**config.mk**
```make
export PLATFORM = sky130hd
export DESIGN_NAME = ref_mem_loader
export DESIGN_NICKNAME = d
export VERILOG_FILES = /design/src/rtl/ref_mem_pkg.sv /design/src/rtl/ref_addr_gen.sv /design/src/rtl/ref_mem_loader.sv
export SDC_FILE = /design/constraint.sdc
export NUM_CORES = 1
export LEC_CHECK = 0
export ABC_CLOCK_PERIOD_IN_PS = 7400
export CAP_MARGIN = 40
export CELL_PAD_IN_SITES_DETAIL_PLACEMENT = 0
export CELL_PAD_IN_SITES_GLOBAL_PLACEMENT = 1
export CORE_AREA = 2 2 304 306
export CTS_BUF_LIST = sky130_fd_sc_hd__clkbuf_8
export DETAILED_ROUTE_END_ITERATION = 6
export DIE_AREA = 0 0 306 308
export GPL_TIMING_DRIVEN = 0
export PLACE_DENSITY = 0.6
export SYNTH_ARGS = -nofsm -noshare
export SYNTH_HDL_FRONTEND = slang
export SYNTH_SLANG_ARGS = --single-unit
```
**constraint.sdc**
```tcl
create_clock -name clk -period 7.4 [get_ports clk]
set_input_delay 1.11 -clock clk [delete_from_list [all_inputs] [get_ports clk]]
set_output_delay 1.11 -clock clk [all_outputs]
set_load 0.1 [all_outputs]
```
**src/rtl/ref_mem_pkg.sv**
```systemverilog
// Shared constants, FSM state type and bank-select helper for the reference-memory loader.
package ref_mem_pkg;

  localparam int PIXEL    = 8;
  localparam int X        = 32;
  localparam int NUM_BANK = 32;
  localparam int ADDR_W   = 7;
  localparam int ROWS     = 96;
  localparam int CHUNKS   = 3;

  localparam int DATA_W  = X * PIXEL;
  localparam int ROW_W   = $clog2(ROWS);
  localparam int CHUNK_W = $clog2(CHUNKS);

  typedef enum logic [1:0] {
    IDLE,
    LOAD,
    DONE
  } ldr_state_t;

  // Row r lands in bank r % NUM_BANK so consecutive rows are readable in parallel.
  function automatic logic [NUM_BANK-1:0] onehot_bank(input logic [ROW_W-1:0] row);
    onehot_bank = NUM_BANK'(1) << (32'(row) % NUM_BANK);
  endfunction

endpackage

```
**src/rtl/ref_addr_gen.sv**
```systemverilog
// Row/chunk raster counters, per-load base latch and bank word-address generation.
module ref_addr_gen
  import ref_mem_pkg::*;
(
  input  logic              clk,
  input  logic              rst,
  input  logic              clear,
  input  logic [ADDR_W-1:0] base,
  input  logic              advance,
  output logic [ROW_W-1:0]  row,
  output logic [ADDR_W-1:0] word_addr,
  output logic              last
);

  logic [ROW_W-1:0]   row_q,   row_d;
  logic [CHUNK_W-1:0] chunk_q, chunk_d;
  logic [ADDR_W-1:0]  base_q,  base_d;
  logic [31:0]        addr_sum;

  always_comb begin
    row_d   = row_q;
    chunk_d = chunk_q;
    base_d  = base_q;
    if (clear) begin
      row_d   = '0;
      chunk_d = '0;
      base_d  = base;
    end else if (advance) begin
      if (chunk_q == CHUNK_W'(CHUNKS - 1)) begin
        chunk_d = '0;
        row_d   = row_q + ROW_W'(1);
      end else begin
        chunk_d = chunk_q + CHUNK_W'(1);
      end
    end
  end

  // Each group of NUM_BANK rows occupies CHUNKS consecutive words in every bank.
  always_comb begin
    addr_sum  = 32'(base_q) + (32'(row_q) / NUM_BANK) * CHUNKS + 32'(chunk_q);
    word_addr = addr_sum[ADDR_W-1:0];
    last      = (row_q == ROW_W'(ROWS - 1)) && (chunk_q == CHUNK_W'(CHUNKS - 1));
    row       = row_q;
  end

  always_ff @(posedge clk) begin
    if (rst) begin
      row_q   <= '0;
      chunk_q <= '0;
      base_q  <= '0;
    end else begin
      row_q   <= row_d;
      chunk_q <= chunk_d;
      base_q  <= base_d;
    end
  end

endmodule

```
**src/rtl/ref_mem_loader.sv**
```systemverilog
// Streams a raster search window into the banked reference memory write port.
// Optional stall counter output enabled by defining REF_LOADER_PERF_EN.
module ref_mem_loader
  import ref_mem_pkg::*;
(
  input  logic                       clk,
  input  logic                       rst,
  input  logic                       start,
  input  logic [ADDR_W-1:0]          base_addr,
  input  logic                       in_valid,
  output logic                       in_ready,
  input  logic [DATA_W-1:0]          in_data,
  output logic [DATA_W-1:0]          ref_input,
  output logic [NUM_BANK-1:0]        Bank_sel,
  output logic [NUM_BANK*ADDR_W-1:0] write_address_all,
  output logic                       busy,
  output logic                       done
`ifdef REF_LOADER_PERF_EN
  ,
  output logic [15:0]                stall_cnt
`endif
);

  ldr_state_t state_q, state_d;

  logic [DATA_W-1:0]   data_q, data_d;
  logic [NUM_BANK-1:0] bank_q, bank_d;
  logic [ADDR_W-1:0]   addr_q, addr_d;

  logic              load_start;
  logic              accept;
  logic [ROW_W-1:0]  cur_row;
  logic [ADDR_W-1:0] cur_addr;
  logic              cur_last;

  ref_addr_gen u_addr_gen (
    .clk       (clk),
    .rst       (rst),
    .clear     (load_start),
    .base      (base_addr),
    .advance   (accept),
    .row       (cur_row),
    .word_addr (cur_addr),
    .last      (cur_last)
  );

  always_comb begin
    state_d    = state_q;
    in_ready   = 1'b0;
    accept     = 1'b0;
    load_start = 1'b0;
    case (state_q)
      IDLE: begin
        if (start) begin
          load_start = 1'b1;
          state_d    = LOAD;
        end
      end
      LOAD: begin
        in_ready = 1'b1;
        accept   = in_valid;
        if (in_valid && cur_last) begin
          state_d = DONE;
        end
      end
      DONE: state_d = IDLE;
      default: state_d = IDLE;
    endcase
  end

  // Write port is registered one cycle behind the accept; data/address hold when idle.
  always_comb begin
    data_d = data_q;
    bank_d = '0;
    addr_d = addr_q;
    if (accept) begin
      data_d = in_data;
      bank_d = onehot_bank(cur_row);
      addr_d = cur_addr;
    end
  end

  always_ff @(posedge clk) begin
    if (rst) begin
      state_q <= IDLE;
      data_q  <= '0;
      bank_q  <= '0;
      addr_q  <= '0;
    end else begin
      state_q <= state_d;
      data_q  <= data_d;
      bank_q  <= bank_d;
      addr_q  <= addr_d;
    end
  end

  assign ref_input         = data_q;
  assign Bank_sel          = bank_q;
  assign write_address_all = {NUM_BANK{addr_q}};
  assign busy              = (state_q == LOAD);
  assign done              = (state_q == DONE);

`ifdef REF_LOADER_PERF_EN
  logic [15:0] stall_q, stall_d;

  always_comb begin
    stall_d = stall_q;
    if (load_start) begin
      stall_d = '0;
    end else if ((state_q == LOAD) && !in_valid && (stall_q != '1)) begin
      stall_d = stall_q + 16'd1;
    end
  end

  always_ff @(posedge clk) begin
    if (rst) begin
      stall_q <= '0;
    end else begin
      stall_q <= stall_d;
    end
  end

  assign stall_cnt = stall_q;
`endif

endmodule

```
==> results.ini, run 1 <==
[run_status]
status=completed

[critical_path]
reg2reg_slack_ps=4790
end_kind=primary output
startpoint_type=register
crit_path_top_delay_cell=dfxtp_1
critPathMaxFanout=18
crit_arrival_ps=2560
worstPathRequired_ps=6290
criticalPathCategory=reg -> out
crit_chain=buf_8 -> buf_4 -> clkdlybuf4s50_1 -> buf_16
cp_slowest_stage_delay_ps=800

[run]
cap_violations=0

[pwr]
p_leak_nw=13.8
p_sw_mw=1.95
p_int_mw=3.61
seqPwrFrac_pct=32.1
comb_power_share_pct=33.3
ir_drop_v=0.000114
power_frac_clock_pct=34.6
swShare_pct=35.1
power_density_nw_per_um2=154

[synthesis]
syn-cell-area_sq_um=14200
synthTopCellsByArea=dfxtp_1 44%, a21oi_2 12%, buf_4 12%, nand2_1 9.0%, nand2_2 8.8%
synth_edf_count=0
synthSimpleGateAreaFrac_pct=21.1
synthFlopType=dfxtp_1
ys_seq_elements=313
synth_top_area_share_pct=44.2
synth-xor-area-share_pct=0.309
yosys_warnings=0
synth_nets=1854
synthMuxAreaShare_pct=0
synthCells=1570
async_reset_ff_share_pct=0
synth_top_family_by_area=simple AND/OR/NAND/NOR gates
synthDistinctLibCells=39
yosys.area.top_type=dfxtp_1
synth_compound_area_share_pct=15.4
synth.avg_cell_area_sq_um=9.03
synthAdderAreaFrac_pct=1.66
seq_area_frac_synth_pct=44.2

[final_layout]
design_area_sq_um=36100
nFillCells=8404
synthToLayoutAreaGrowth_pct=155
num-nets-final=3230
drive_gt1_share_pct=42.9
final_cells=4188

[detailed_routing]
drt_wl_total_um=71700
route.detailed.drc=0
drt.antenna.violating_nets=0
drt_iter0_drc=529
viasPerCell=3.67
drt_pass1_iterations=4
wl_per_cell_um=17.1
via_count=15384

[clock_network]
cts_buffers=66
cts_tree=done
post_cts_resized=0
cts_buffer_depth=3
insertion_delay_ps=630
clk_pin_slew_ps=60
cts-root-buf=clkbuf_8
cts_htree_levels=3
holdBufCountCts=0
post_cts_buffers=0
cts.sink_count=313

[floorplan]
io-pin-count=782
die_area_sq_um=94200
num_rows=111
initial_core_util_pct=15.6
core_sq_um=91000
fp.dieH_um=308
dieWidth_um=306

[grt]
grt_pass1_wl_um=105000
grt_use_total_pct=14.8
overflow=0
grt_pass1_vias=16537
grt_max_degree=29
antenna_found_initial=12

[place]
gp_congestion=0.754
place.port_buffers=780
placed_area_sq_um=34800
dp_cells=4064
dp_hpwl_um=58900

[sta]
rsz0062_at_grt=false
max_freq_mhz=273
fin_crit_sh_pct=49.5
hold_viol=0
finClkSkew_ps=41.3
slew_headroom_pct=41.7
timing.setup.tns_ps=0
worst_pin_slew_ps=874
setup_violations=0
min_period_ps=3670
whs_ps=451
slew_violations=0

[worst_hold_path]
hold_path.class=reg -> reg

per-layer routing:
| layer | wire [um] | up-vias | global-route usage [%] |
|---|---|---|---|
| met2 | 37500 | 543 | 27.3 |
| met5 | 64 | - | 0 |
| met3 | 4370 | 132 | 4.02 |
| met1 | 27600 | 7123 | 16.3 |
| li1 | - | 7578 | - |
| met4 | 2190 | 8 | 5.37 |
critical path, delay by kind of cell (launching register included):
| family | cells | cell delay, ps |
|---|---|---|
| flops | 1 | 800 |
| buf+inv | 4 | 1150 |
through the flow:
stage	util (%)	setup WS, ps	power, mW
final	39.7	3730	5.56
after global routing	39.7	3550	5.80
after CTS	39.7	3590	5.67
after detailed placement	38.2	4120	3.68
after global placement	25.8	3690	3.21
after floorplan	-	4380	2.77
flip-flops by register name (all words and copies together), names as in the netlist:
name,count
u_addr_gen.chunk_q,2
ref_input,256
addr_q,7
Bank_sel,32
u_addr_gen.base_q,7
state_q,2
u_addr_gen.row,7
path summary, 6_finish.rpt:
check,start,end,cells after the start
max,addr_q[2],write_address_all[37],4
min,ref_input[219],ref_input[219],2
max reg2reg,u_addr_gen.row[5],addr_q[5],11
min reg2reg,ref_input[219],ref_input[219],2
cell families after synthesis:
family | count (synthesis)
AOI/OAI and AO/OA | 280
xor gates and xnor gates | 5
adders and majority gates | 17
buffers and inverters | 328
DFF | 313
and+or+nand+nor | 627
synthesized netlist by cell type (all sizes together), types with 5 or more instances:
cell type  number
nor2           41
ha             14
nor3            5
xnor2           5
nand2b          6
buf           258
inv            15
nand3          10
dfxtp         313
clkbuf         55
a21oi         269
nand2         541
layout by cell type (no fill, tap or decap), drive strengths merged, types with 3 or more instances in the layout:
cell type      count
buf              786
clkdlybuf4s50    780
nand2            541
dfxtp            313
a21oi            269
clkbuf           138
nor2              41
inv               39
ha                14
nand3             10
diode              9
nand2b             6
clkinv             6
nor3               5
xnor2              5
or4                4
nor4               4
and3               3
nand4              3
a211oi             3
fa                 3
and2               3
power groups by stage:
stage | clock [mW] | sequential (mW) | combinational (mW)
6_report | 1.92 | 1.79 | 1.85
5_1_grt | 2.09 | 1.79 | 1.91
4_1_cts | 2.02 | 1.79 | 1.87
3_5_place_dp | 0 | 1.82 | 1.86
3_3_place_gp | 0 | 1.82 | 1.39
2_1_floorplan | 0 | 2.23 | 0.541
cell type report:
type | instances | area (sq um) | share of cell area, %
antenna | 9 | 22.5 | 0.0624
clock inverter | 32 | 200 | 0.554
timing repair buffer | 1308 | 19100 | 52.9
clock buffer | 83 | 1140 | 3.16
inverter | 15 | 56.3 | 0.156
buffer | 313 | 2410 | 6.67
multi-input combinational | 929 | 5450 | 15.1
tap | 1186 | 1480 | 4.11
sequential | 313 | 6270 | 17.3
No activity file was read; power rests on OpenSTA's default activity.
==> inputs of run 2 (changes only) <==
ABC_CLOCK_PERIOD_IN_PS = 3280   (was 7400)
CORE_AREA = 2 2 308 310   (was 2 2 304 306)
DIE_AREA = 0 0 310 312   (was 0 0 306 308)
PLACE_DENSITY = 0.61   (was 0.6)
clock period = 3.28 ns   (was 7.4 ns; I/O delays follow)
==> results.ini, run 2 (synthesis results as in run 1) <==
[clock_network]
clk_pin_slew_ps=60  ; about the same
cts-root-buf=clkbuf_8  ; unchanged
cts_buffers=61  ; was 66
cts_htree_levels=2  ; was 3
post_cts_resized=0  ; unchanged
cts_tree=done  ; unchanged
insertion_delay_ps=690  ; was 630 ps
cts_buffer_depth=3  ; unchanged
holdBufCountCts=0  ; unchanged
cts.sink_count=313  ; unchanged
post_cts_buffers=0  ; unchanged

[floorplan]
die_area_sq_um=96700  ; was 94200 sq um
io-pin-count=782  ; unchanged
initial_core_util_pct=15.2  ; was 15.6%
fp.dieH_um=312  ; was 308 um
dieWidth_um=310  ; was 306 um
num_rows=112  ; was 111
core_sq_um=93000  ; was 91000 sq um

[detailed_routing]
drt.antenna.violating_nets=0  ; unchanged
route.detailed.drc=0  ; unchanged
viasPerCell=3.65  ; was 3.67
wl_per_cell_um=17.2  ; was 17.1 um
drt_iter0_drc=589  ; was 529
via_count=15516  ; was 15384
drt_wl_total_um=72900  ; was 71700 um
drt_pass1_iterations=5  ; was 4

[place]
placed_area_sq_um=34800  ; about the same
dp_hpwl_um=59100  ; was 58900 um
gp_congestion=0.777  ; was 0.754
place.port_buffers=780  ; unchanged

[sta]
hold_viol=0  ; unchanged
max_freq_mhz=324
slew_violations=0  ; unchanged
finClkSkew_ps=25.5  ; was 41.3 ps
setup_violations=0  ; unchanged
worst_pin_slew_ps=859  ; was 874 ps
fin_crit_sh_pct=94.0
min_period_ps=3080
slew_headroom_pct=42.8  ; was 41.7%
rsz0062_at_grt=false  ; unchanged

[grt]
antenna_found_initial=7  ; was 12
overflow=0  ; unchanged
grt_max_degree=28  ; was 29
grt_pass1_vias=16939  ; was 16537
grt_use_total_pct=14.7  ; was 14.8%
grt_pass1_wl_um=106000  ; was 105000 um

[run_status]
status=completed  ; unchanged

[critical_path]
criticalPathCategory=reg -> out  ; unchanged
worst_path_most_repeated_cell=buf_16
critPathMaxFanout=19  ; was 18
crit_arrival_ps=2590  ; was 2560 ps
cp_slowest_stage_delay_ps=770  ; was 800 ps
startpoint_type=register  ; unchanged
worstPathRequired_ps=2790  ; was 6290 ps
critPathBufInv=4  ; unchanged
crit_path_top_delay_cell=dfxtp_1  ; unchanged
end_kind=primary output  ; unchanged
critPathTopFamily=buffers and inverters  ; unchanged
crit_chain=buf_16 -> buf_4 -> clkdlybuf4s50_1 -> buf_16  ; was buf_8 -> buf_4 -> clkdlybuf4s50_1 -> buf_16

[run]
cap_violations=0  ; unchanged

[pwr]
ir_drop_v=0.000272  ; was 0.000114 V
swShare_pct=35.4  ; was 35.1%
power_density_nw_per_um2=342  ; was 154 nW/um^2
p_int_mw=7.97  ; was 3.61 mW
p_sw_mw=4.36  ; was 1.95 mW
p_leak_nw=13.8  ; about the same
comb_power_share_pct=34.1  ; was 33.3%
power_frac_clock_pct=33.2  ; was 34.6%
seqPwrFrac_pct=32.7  ; was 32.1%

[final_layout]
mostFrequentLayoutCells=780 x clkdlybuf4s50_1, 341 x nand2_1, 313 x dfxtp_1  ; unchanged
utilization_pct=38.8  ; was 39.7%
nFillCells=8763  ; was 8404
num-nets-final=3226  ; was 3230
synthToLayoutAreaGrowth_pct=154  ; was 155%
final_common_cell=clkdlybuf4s50_1  ; unchanged
design_area_sq_um=36100  ; about the same
drive_gt1_share_pct=42.9  ; about the same
largest_reg_flops=256  ; unchanged

[worst_hold_path]
hold_path.class=in -> reg  ; was reg -> reg

[run 2: path summary, 6_finish.rpt]
| path | start | to | slack (ps) | cells past startpoint |
|---|---|---|---|---|
| setup reg to reg | u_addr_gen.row[5] | addr_q[5] | 590 | 11 |
| hold / removal | rst | addr_q[4] | 300 | 3 |
| hold reg to reg | ref_input[206] | ref_input[206] | 450 | 2 |
| setup / recovery | addr_q[6] | write_address_all[160] | 200 | 4 |
[run 2: worst min-delay path, stage by stage]
cell and delay, ps:
buf_2 220, or4_1 150, nand3_1 50
[run 2: power by group through the flow]
stage / clock network (mW) / logic [mW] / registers (mW)
2_1_floorplan: 0 / 1.22 / 5.04
3_3_place_gp: 0 / 3.15 / 4.12
3_5_place_dp: 0 / 4.22 / 4.11
4_1_cts: 4.28 / 4.24 / 4.03
5_1_grt: 4.42 / 4.34 / 4.04
6_report: 4.09 / 4.20 / 4.03
[run 2: stage by stage]
step           hold slack [ps]  setup WS [ps]  TNS [ps]  power, mW  std cells
2_1_floorplan              436            778         0       6.25       1570
3_3_place_gp               441          -37.3      -218       7.26       3604
3_5_place_dp               446            405         0       8.33       4133
4_1_cts                    225            100         0       12.5       4243
5_1_grt                    282           49.3         0       12.8       4246
6_report                   303            197         0       12.3       4248
[run 2: final cells by class]
| class | count | area [sq um] | share of cell area, % |
|---|---|---|---|
| multi-input cells | 929 | 5450 | 15.1 |
| repair buffers | 1309 | 19100 | 52.8 |
| inverters | 15 | 56.3 | 0.156 |
| plain buffers | 313 | 2410 | 6.68 |
| well taps | 1254 | 1570 | 4.35 |
| diodes | 5 | 12.5 | 0.0347 |
| clock inverters | 33 | 199 | 0.551 |
| clock buffers | 77 | 1060 | 2.94 |
| flip-flops and latches | 313 | 6270 | 17.4 |
[run 2: metal layers]
metal  track usage, %  wire [um]  up-vias
met5                0         41        -
met4             7.59       3550        6
met3             3.79       4700      176
met2             26.2      37100      580
met1             15.8      27400     7184
li1                 -          -     7570
==> inputs of run 3 (changes only) <==
SKIP_CTS_REPAIR_TIMING = 1   (was default)
SLEW_MARGIN = 10   (was default)
==> results.ini, run 3 (synthesis results as in run 1) <==
[grt]
grt_pass1_vias=16856  ; was 16939
grt_pass1_wl_um=106000  ; about the same
overflow=0  ; unchanged
grt_use_total_pct=14.5  ; was 14.7%
antenna_found_initial=6  ; was 7
grt_max_degree=28  ; unchanged

[final_layout]
drive_gt1_share_pct=43.1  ; was 42.9%
utilization_pct=38.7  ; was 38.8%
num-nets-final=3225  ; was 3226
final_common_cell=clkdlybuf4s50_1  ; unchanged
synthToLayoutAreaGrowth_pct=154  ; about the same
design_area_sq_um=36000  ; was 36100 sq um
final_cells=4250  ; was 4248
largest_reg_flops=256  ; unchanged
nFillCells=8766  ; was 8763
mostFrequentLayoutCells=780 x clkdlybuf4s50_1, 341 x nand2_1, 313 x dfxtp_1  ; unchanged

[sta]
finClkSkew_ps=25.0  ; was 25.5 ps
rsz0062_at_grt=false  ; unchanged
fin_crit_sh_pct=93.4  ; was 94.0%
slew_headroom_pct=43.2  ; was 42.8%
slew_violations=0  ; unchanged
setup_violations=0  ; unchanged
setup_slack_ps=216  ; was 197 ps
hold_viol=0  ; unchanged
max_freq_mhz=326  ; was 324 MHz
min_period_ps=3060  ; was 3080 ps
worst_pin_slew_ps=853  ; was 859 ps

[floorplan]
die_area_sq_um=96700  ; unchanged
fp.dieH_um=312  ; unchanged
num_rows=112  ; unchanged
dieWidth_um=310  ; unchanged
io-pin-count=782  ; unchanged
core_sq_um=93000  ; unchanged
initial_core_util_pct=15.2  ; unchanged

[critical_path]
worstPathRequired_ps=2790  ; about the same
end_kind=primary output  ; unchanged
startpoint_type=register  ; unchanged
critPathMaxFanout=19  ; unchanged
criticalPathCategory=reg -> out  ; unchanged
crit_arrival_ps=2570  ; was 2590 ps

[clock_network]
cts-root-buf=clkbuf_8  ; unchanged
cts_buffers=61  ; unchanged
cts_htree_levels=2  ; unchanged
clk_pin_slew_ps=60  ; about the same
cts_buffer_depth=3  ; unchanged
insertion_delay_ps=650  ; was 690 ps
cts.sink_count=313  ; unchanged
cts_tree=done  ; unchanged

[run]
cap_violations=0  ; unchanged

[pwr]
power_frac_clock_pct=32.7  ; was 33.2%
p_leak_nw=13.8  ; about the same
power_density_nw_per_um2=339  ; was 342 nW/um^2
p_sw_mw=4.37  ; was 4.36 mW
comb_power_share_pct=34.3  ; was 34.1%
swShare_pct=35.8  ; was 35.4%
seqPwrFrac_pct=33.0  ; was 32.7%
p_int_mw=7.84  ; was 7.97 mW
ir_drop_v=0.000287  ; was 0.000272 V

[place]
place.port_buffers=780  ; unchanged
dp_slack_ps=511  ; was 405 ps
dp_cells=4132  ; was 4133
dp_hpwl_um=58900  ; was 59100 um
placed_area_sq_um=34800  ; about the same
gp_congestion=0.777  ; unchanged

[detailed_routing]
viasPerCell=3.65  ; about the same
route.detailed.drc=0  ; unchanged
via_count=15528  ; was 15516
drt.antenna.violating_nets=0  ; unchanged
drt_wl_total_um=72300  ; was 72900 um
drt_pass1_iterations=4  ; was 5
drt_iter0_drc=632  ; was 589
wl_per_cell_um=17.0  ; was 17.2 um

[worst_hold_path]
hold_path.class=in -> reg  ; unchanged

[run_status]
status=completed  ; unchanged

[run 3: changes by cell type in the layout (fill, tap and decap cells not counted), moves of 2 or more]
cell        previous run  this run
clkinv_2               9        18
clkinvlp_4             3         1
diode_2                5         3
bufinv_16              2         0
inv_1                 33        31
[run 3: stage by stage]
stage               total power, mW  hold slack, ps  TNS (ps)
global route                   12.7             299         0
CTS                            12.4             246         0
floorplan                      6.25             436         0
global placement               7.26             441      -218
finish                         12.2             334         0
detailed placement             8.33             447         0
[run 3: layer usage]
metal,up-vias,wire length (um),GRT usage [%]
li1,7557,-,-
met1,7200,27100,15.6
met2,602,37300,26.6
met3,163,4970,3.68
met4,6,2930,5.81
met5,-,33,0
[run 3: cell type report]
type	instances	area, sq um	share of cell area [%]
diodes	3	7.51	0.0208
repair buffers	1308	19000	52.8
flip-flops and latches	313	6270	17.4
clock inverters	37	170	0.472
plain buffers	313	2410	6.69
well taps	1254	1570	4.35
clock buffers	78	1070	2.98
inverters	15	56.3	0.156
multi-input cells	929	5450	15.1
[run 3: path summary, 6_finish.rpt]
path                                                to  slack (ps)              start  cells past startpoint
worst max-delay path            write_address_all[160]         220          addr_q[6]                      4
worst min-delay path                         addr_q[4]         330                rst                      3
worst max register to register               addr_q[3]         550  u_addr_gen.row[5]                     11
worst min register to register          ref_input[208]         450     ref_input[208]                      2
[run 3: power by group through the flow]
stage	combinational, mW	sequential (mW)	clock [mW]
after floorplan	1.22	5.04	0
after global placement	3.15	4.12	0
after detailed placement	4.22	4.11	0
after CTS	4.23	4.03	4.18
after global routing	4.33	4.04	4.33
final	4.19	4.03	3.99
[run 3: worst max-delay path, stage by stage, from the launching register on]
cell             delay [ps]
dfxtp_1                 780
buf_16                  230
buf_4                   130
clkdlybuf4s50_1         570
buf_16                  200
